[src/rtl/map_bram_arbiter.sv]
// Single-port map BRAM arbiter: fixed-priority renderer with a starvation guard, round-robin r1/r2.
// Grant is combinational, the BRAM command is registered, read data returns RD_LAT+1 cycles after grant.
module map_bram_arbiter #(
    parameter int ADDR_W     = 19,
    parameter int DATA_W     = 16,
    parameter int RD_LAT     = 1,
    parameter int STARVE_MAX = 8
) (
    input  logic              clk,
    input  logic              sys_rst,
    input  logic              r0_req,
    input  logic [ADDR_W-1:0] r0_addr,
    output logic              r0_gnt,
    output logic              r0_rvalid,
    input  logic              r1_req,
    input  logic              r1_we,
    input  logic [ADDR_W-1:0] r1_addr,
    input  logic [DATA_W-1:0] r1_wdata,
    output logic              r1_gnt,
    output logic              r1_rvalid,
    input  logic              r2_req,
    input  logic              r2_we,
    input  logic [ADDR_W-1:0] r2_addr,
    input  logic [DATA_W-1:0] r2_wdata,
    output logic              r2_gnt,
    output logic              r2_rvalid,
    output logic [DATA_W-1:0] rdata,
    output logic [ADDR_W-1:0] bram_addr,
    output logic              bram_we,
    output logic [DATA_W-1:0] bram_wdata,
    input  logic [DATA_W-1:0] bram_rdata
);

    localparam int CNT_W = $clog2(STARVE_MAX + 1);
    localparam logic [CNT_W-1:0] CNT_MAX = CNT_W'(STARVE_MAX);

    typedef enum logic {
        RR_R1 = 1'b0,
        RR_R2 = 1'b1
    } rr_t;

    rr_t                    rr_ptr_q, rr_ptr_d;
    logic [CNT_W-1:0]       starve_cnt_q, starve_cnt_d;
    logic [ADDR_W-1:0]      bram_addr_q, bram_addr_d;
    logic                   bram_we_q, bram_we_d;
    logic [DATA_W-1:0]      bram_wdata_q, bram_wdata_d;
    logic [RD_LAT:0]        tag_vld_q, tag_vld_d;
    logic [RD_LAT:0][1:0]   tag_id_q, tag_id_d;

    logic       pend12, guard, pick_r2;
    logic       gnt0, gnt1, gnt2;
    logic       issue_rd;
    logic [1:0] issue_id;

    always_comb begin
        pend12  = r1_req | r2_req;
        guard   = pend12 && (starve_cnt_q == CNT_MAX);
        pick_r2 = r2_req && (!r1_req || (rr_ptr_q == RR_R2));
        gnt0    = !sys_rst && r0_req && !guard;
        gnt1    = !sys_rst && !gnt0 && r1_req && !pick_r2;
        gnt2    = !sys_rst && !gnt0 && pick_r2;

        rr_ptr_d     = rr_ptr_q;
        starve_cnt_d = starve_cnt_q;
        bram_addr_d  = bram_addr_q;
        bram_we_d    = 1'b0;
        bram_wdata_d = bram_wdata_q;
        issue_rd     = 1'b0;
        issue_id     = 2'd0;

        if (gnt0) begin
            bram_addr_d = r0_addr;
            issue_rd    = 1'b1;
            issue_id    = 2'd0;
        end else if (gnt1) begin
            bram_addr_d  = r1_addr;
            bram_we_d    = r1_we;
            bram_wdata_d = r1_wdata;
            issue_rd     = !r1_we;
            issue_id     = 2'd1;
            rr_ptr_d     = RR_R2;
        end else if (gnt2) begin
            bram_addr_d  = r2_addr;
            bram_we_d    = r2_we;
            bram_wdata_d = r2_wdata;
            issue_rd     = !r2_we;
            issue_id     = 2'd2;
            rr_ptr_d     = RR_R1;
        end

        // Counter only tracks renderer wins that made r1/r2 wait.
        if (gnt1 || gnt2 || !pend12) begin
            starve_cnt_d = '0;
        end else if (gnt0) begin
            starve_cnt_d = starve_cnt_q + CNT_W'(1);
        end

        tag_vld_d = {tag_vld_q[RD_LAT-1:0], issue_rd};
        tag_id_d  = {tag_id_q[RD_LAT-1:0], issue_id};
    end

    always_ff @(posedge clk) begin
        if (sys_rst) begin
            rr_ptr_q     <= RR_R1;
            starve_cnt_q <= '0;
            bram_addr_q  <= '0;
            bram_we_q    <= 1'b0;
            bram_wdata_q <= '0;
            tag_vld_q    <= '0;
            tag_id_q     <= '0;
        end else begin
            rr_ptr_q     <= rr_ptr_d;
            starve_cnt_q <= starve_cnt_d;
            bram_addr_q  <= bram_addr_d;
            bram_we_q    <= bram_we_d;
            bram_wdata_q <= bram_wdata_d;
            tag_vld_q    <= tag_vld_d;
            tag_id_q     <= tag_id_d;
        end
    end

    assign r0_gnt     = gnt0;
    assign r1_gnt     = gnt1;
    assign r2_gnt     = gnt2;
    assign r0_rvalid  = tag_vld_q[RD_LAT] && (tag_id_q[RD_LAT] == 2'd0);
    assign r1_rvalid  = tag_vld_q[RD_LAT] && (tag_id_q[RD_LAT] == 2'd1);
    assign r2_rvalid  = tag_vld_q[RD_LAT] && (tag_id_q[RD_LAT] == 2'd2);
    assign rdata      = bram_rdata;
    assign bram_addr  = bram_addr_q;
    assign bram_we    = bram_we_q;
    assign bram_wdata = bram_wdata_q;

endmodule

[config.mk]
export PLATFORM = sky130hd
export DESIGN_NAME = map_bram_arbiter
export DESIGN_NICKNAME = d
export VERILOG_FILES = /design/src/rtl/map_bram_arbiter.sv
export SDC_FILE = /design/constraint.sdc
export NUM_CORES = 1
export LEC_CHECK = 0
export ABC_AREA = 0
export BUFFER_PORTS_ARGS = -buffer_cell sky130_fd_sc_hd__buf_2
export CAP_MARGIN = 10
export CORE_UTILIZATION = 44
export DETAILED_ROUTE_END_ITERATION = 6
export HOLD_SLACK_MARGIN = 0.05
export PLACE_DENSITY = 0.83
export SLEW_MARGIN = 5
export SYNTH_ARGS = -nofsm -noshare
export SYNTH_HDL_FRONTEND = slang
export SYNTH_SLANG_ARGS = --single-unit
[constraint.sdc]
create_clock -name clk -period 2.5 [get_ports clk]
set_input_delay 0 -clock clk [delete_from_list [all_inputs] [get_ports clk]]
set_output_delay 0 -clock clk [all_outputs]
set_load 0.02 [all_outputs]
# [Word-level counts from Yosys, hierarchy flattened]
# Index checks and enable logic that the tools add are counted.
[totals] input_bits=112 wordCells=58 ff_bits=47
[op_classes] eq_ne=3 n_addsub=1 n_mux=14 reduce_logical=29 n_bitwise=2
[op_table] op="$mux 19" n=3
[op_table] op="$mux 16" n=2
[op_table] op="$logic_and 1x1->1" n=11
[op_table] op="$logic_not 1->1" n=8
[op_table] op="$mux 1" n=8
[op_table] op="$add 4x1->4 const B" n=1
[op_table] op="$eq 4x4->1 const B" n=1
[op_table] op="$reduce_or 2->1" n=2
[op_table] op="$logic_or 1x1->1" n=3
[op_table] op="$reduce_bool 3->1" n=1
[op_table] op="$reduce_or 3->1" n=1
[op_table] op="$eq 2x1->1 const B" n=1
[op_table] op="$eq 2x2->1 const B" n=1
[op_table] op="$logic_not 2->1" n=1
[op_table] op="$mux 2" n=1
[op_table] op="$reduce_and 2->1" n=1
[op_table] op="$reduce_bool 2->1" n=1
[op_table] op="$not 1->1" n=1
[op_table] op="$or 1x1->1" n=1

# [Longest topological paths before layout]
[logic_depth] word_depth=11 mapped_depth=9 depth_no_buf=8

# [Worst setup path after synthesis]
# OpenSTA, ideal clock, no wires.
[synth_timing] path_type="reg2reg" start="reg starve_cnt_q[0]" end="reg tag_vld_q[0]" period_less_slack_ps=1887 stages_incl_launch_ff=7 t_arrival_ps=1792 t_required_ps=2405 slack_ps=613 path_buffers=0 cell_sequence="dfxtp_1 -> inv_1 -> ha_1 -> nand3b_4 -> a221oi_2 -> mux2_1 -> a221oi_1"
[synth_via] elab_chain_len=10
[synth_rtl] item="from (decl)" line_no="43" rtl="logic [CNT_W-1:0] starve_cnt_q, starve_cnt_d;"
[synth_rtl] item="from (signal assigned)" line_no="113" rtl="starve_cnt_q <= starve_cnt_d;"
[synth_rtl] item="$eq 4x4->1" line_no="57" rtl="guard = pend12 && (starve_cnt_q == CNT_MAX);"
[synth_rtl] item="$logic_and 1x1->1" line_no="57"
[synth_rtl] item="$logic_not 1->1" line_no="59" rtl="gnt0 = !sys_rst && r0_req && !guard;"
[synth_rtl] item="$logic_and 1x1->1" line_no="59"
[synth_rtl] item="$logic_not 1->1" line_no="60" rtl="gnt1 = !sys_rst && !gnt0 && r1_req && !pick_r2;"
[synth_rtl] item="$logic_and 1x1->1 (3 in series)" line_no="60"
[synth_rtl] item="via r1_gnt" line_no="19" rtl="output logic r1_gnt,"
[synth_rtl] item="$mux 1" line_no="75" rtl="end else if (gnt1) begin"
[synth_rtl] item="$mux 1" line_no="71" rtl="if (gnt0) begin"
[synth_rtl] item="to (signal assigned)" line_no="117" rtl="tag_vld_q <= tag_vld_d;"
[synth_rtl] item="to (decl)" line_no="47" rtl="logic [RD_LAT:0] tag_vld_q, tag_vld_d;"
# The timed path passes the listed nets, and every way through them passes these cells.
# A chain may end at the register's enable or synchronous reset.

# [Worst setup path after layout]
[layout_timing] start="reg starve_cnt_q[0]" end="reg bram_addr_q[10], in the netlist bram_addr[10]"
[layout_via] elab_chain_len=10
[layout_rtl] item="$eq 4x4->1 *" line_no="57"
[layout_rtl] item="$logic_and 1x1->1 *" line_no="57"
[layout_rtl] item="$logic_not 1->1 *" line_no="59"
[layout_rtl] item="$logic_and 1x1->1 *" line_no="59"
[layout_rtl] item="$logic_not 1->1" line_no="60, 61"
[layout_rtl] item="$logic_and 1x1->1" line_no="60, 61"
[layout_rtl] item="$logic_and 1x1->1 (2 in series)" line_no="60"
[layout_rtl] item="$mux 19" line_no="75"
[layout_rtl] item="$mux 19" line_no="71"
[layout_rtl] item="to (signal assigned)" line_no="114" rtl="bram_addr_q <= bram_addr_d;"
[layout_rtl] item="to (decl)" line_no="44" rtl="logic [ADDR_W-1:0] bram_addr_q, bram_addr_d;"
# Every way passes the cells marked *; elsewhere a longest branch is shown, timed or not.

==> impl_metrics.env <==
export IMPL_outcome="finished, final reports clean"
export IMPL_fin_ws_ps=189
export IMPL_worst_pin_slew_ps=749
export IMPL_ys_ff_latch=47
export IMPL_dp_hpwl_mm=4.11
export IMPL_final_nets=516
export IMPL_clock_sinks=47
export IMPL_drtIter0Drc=81
export IMPL_syn_cell_area_mm2=0.00236
export IMPL_drive_above_1_share_pct=43.4
export IMPL_holdPathEnd="tag_vld_q[0]$_SDFF_PP0_"
export IMPL_htree_levels=2
export IMPL_synth_xor_area_share_pct=0.741
export IMPL_endpoint_kind="flip-flop"
export IMPL_viasPerCell=5.20
export IMPL_slew_headroom_pct=49.9
export IMPL_synthesis_nets=339
export IMPL_die_width_um=75.3
export IMPL_synth_adder_area_share_pct=1.06
export IMPL_ys_types=38
export IMPL_overflow=0
export IMPL_synthToLayoutAreaGrowth_pct=54.7
export IMPL_ys_async_sr_fraction_pct=0
export IMPL_vias=2458
export IMPL_setup_viol=0
export IMPL_worstPathRequired_ps=2740
export IMPL_seq_area_frac_synth_pct=39.8
export IMPL_start_util_pct=46.0
export IMPL_die_y_um=75.3
export IMPL_ir_worst_vdd_uv=302
export IMPL_synth_area_mux_share_pct=15.3
export IMPL_avgSynthCellArea_um2=10.5
export IMPL_antenna_cells=0
export IMPL_wire_per_inst_um=15.3
export IMPL_holdPathStages=3
export IMPL_grt_pass1_vias=2373
export IMPL_first_pass_iters=5
export IMPL_grt_pass1_wl_mm=10.6
export IMPL_postSynthCellCount=225
export IMPL_hold_viol_final=0
export IMPL_r2r_cells=9
export IMPL_tns_ps=0
export IMPL_clkLatencyLatePin_ps=290
export IMPL_synthSimpleGateAreaFrac_pct=9.15
export IMPL_place_area_mm2=0.00294
export IMPL_track_usage_pct=25.1
export IMPL_slew_violations=0
export IMPL_critical_path_arrival_ps=2550
export IMPL_drc=0
export IMPL_r2r_slack_ps=190
export IMPL_synth_edf_count=0
export IMPL_maxCapViolations=0
export IMPL_core_area_mm2=0.00514
export IMPL_r2r_start="starve_cnt_q[0]$_SDFFE_PP0P_"
export IMPL_cts_tree="built"
export IMPL_powerDensity_mw_per_mm2=493
export IMPL_max_freq_ghz=0.433
export IMPL_fin_worst_skew_ps=7.97
export IMPL_synth_compound_area_share_pct=22.4
export IMPL_synth_ff_type="dfxtp_1"
export IMPL_hp_class="in -> reg"
export IMPL_clk_path_buf_depth=2
export IMPL_rsz0062_at_grt="no"
export IMPL_antenna_left=0
export IMPL_dieArea_mm2=0.00567
export IMPL_post_place_ws_ps=624
export IMPL_leakage_uw=0.00170
export IMPL_grt_max_degree=33
export IMPL_crit_fanout=21
export IMPL_finalCritPeriodShare_pct=92.5
export IMPL_final_area_mm2=0.00366
export IMPL_cp_start_kind="flip-flop"
export IMPL_r2r_end="bram_addr[10]$_SDFFE_PP0P_"
export IMPL_worstSetupPathType="reg -> reg"
export IMPL_final_util_pct=71.2
export IMPL_path_clk_slew_ps=90
export IMPL_min_from="r1_we"
export IMPL_cts_root_buf="clkbuf_8"
export IMPL_globalplace_congestion=0.773
export IMPL_post_cts_setup_buffers=0
export IMPL_io_pins=170
export IMPL_post_route_min_period_ps=2310
export IMPL_synth_top_family_by_area="compound AO/OA/AOI/OAI gates"
export IMPL_yosys_warnings=0
export IMPL_portBuffers=137
export IMPL_cts_inserted_buffers=5
export IMPL_antenna_found_initial=0
export IMPL_routed_wl_mm=7.22
export IMPL_core_rowCount=26
==> placed cells by master (no fill, tap or decap), drive strengths merged <==
master         n
mux2i         35
o211ai         2
nor3           4
a211oi        17
dlygate4sd3   60
nand2b         1
dfxtp         47
nand3          1
and3           1
xor2           1
mux2           1
nand2          2
inv            6
a21oi          2
o21ai         19
a22oi         19
a31o           1
a22o           1
nor2          20
xnor2          1
clkbuf         8
a221oi         3
or2            1
nand3b         1
and3b          2
nor2b          3
buf          141
nor3b          1
ha             2
==> metrics by stage <==
stage | hold slack [ps] | total power [µW] | std cells
2_1_floorplan | 97.9 | 1100 | 225
3_3_place_gp | 0.137 | 1200 | 405
3_5_place_dp | 0.137 | 1210 | 405
4_1_cts | 55.6 | 1800 | 473
5_1_grt | 66.8 | 1890 | 473
6_report | 65.5 | 1800 | 473
==> state kept, by name, indices dropped and copies added (netlist names) <==
name / count
bram_we: 1
tag_id_q: 2
rr_ptr_q: 1
bram_addr: 19
bram_wdata: 16
tag_vld_q: 2
starve_cnt_q: 4
tag_id_d: 2
==> cell families after synthesis <==
logic type / after synthesis
XOR/XNOR: 2
multiplexers: 36
AO/OA/AOI/OAI: 64
adder cells (fa/ha/maj): 2
flip-flops: 47
buffers and inverters: 37
AND/OR/NAND/NOR: 37
==> how the worst max path moves through the flow <==
| stage | startpoint | end | slack, ps |
|---|---|---|---|
| after global placement | starve_cnt_q[0]$_SDFFE_PP0P_ | tag_vld_q[0]$_SDFF_PP0_ | 740 |
| final | starve_cnt_q[0]$_SDFFE_PP0P_ | bram_addr[10]$_SDFFE_PP0P_ | 190 |
| after global routing | starve_cnt_q[0]$_SDFFE_PP0P_ | bram_addr[10]$_SDFFE_PP0P_ | 40 |
| after detailed placement | starve_cnt_q[0]$_SDFFE_PP0P_ | bram_addr[2]$_SDFFE_PP0P_ | 620 |
| after floorplan | starve_cnt_q[0]$_SDFFE_PP0P_ | tag_vld_q[0]$_SDFF_PP0_ | 610 |
| after CTS | starve_cnt_q[0]$_SDFFE_PP0P_ | bram_addr[2]$_SDFFE_PP0P_ | 80 |
==> metal layers <==
metal | vias up | GRT usage (%) | share of wire, %
met2 | 152 | 46.4 | 53
met1 | 1137 | 26.5 | 36
met3 | 14 | 8.20 | 9.3
li1 | 1155 | - | -
met4 | 0 | 9.26 | 1.7
met5 | - | 0 | 0
==> cell usage after synthesis, types with 2 or more instances <==
library cell	instances	area share [%]
nor2b_1	3	0.79
nor2_1	19	3.0
and3b_1	2	0.74
a22oi_1	19	6.0
inv_1	4	0.63
a211oi_1	2	0.63
nor3_1	3	0.63
buf_12	2	1.7
a221oi_1	2	0.74
o21ai_1	19	4.0
buf_6	3	1.4
dfxtp_1	47	40
ha_1	2	1.1
inv_2	2	0.32
buf_4	20	6.3
mux2i_1	35	15
o211ai_1	2	0.63
a21oi_2	2	0.74
a211oi_2	14	7.4
buf_2	3	0.63
clkbuf_1	3	0.48
==> what timing repair did <==
item / 4_1_cts / 5_1_grt
hold buffers: 60 / 0
endpoints found under the setup margin: 0 / 19
hold endpoints to repair: 38 / 0
gates resized for setup: 0 / 6
==> power by group <==
part	switching, µW	internal, µW	total, µW
clock	241	253	494
combinational	248	236	484
sequential	28.9	799	827
total	518	1290	1800
==> layout make-up <==
| cell class | instances | area, µm² |
|---|---|---|
| fillers | 366 | 1480 |
| well taps | 70 | 87.6 |
| flip-flops and latches | 47 | 941 |
| repair buffers | 201 | 1330 |
| multi-input cells | 141 | 1170 |
| clock buffers | 8 | 100 |
| inverters | 6 | 30.0 |
==> worst max-delay path: stages, from the launching register on <==
cell and delay [ps]:
dfxtp_1 390, inv_1 60, ha_1 240, and3b_1 220
a21oi_4 210, nand2_4 110, inv_8 140, a22oi_1 120
o21ai_1 180, dlygate4sd3_1 590
(Power assumes the default switching activity.)
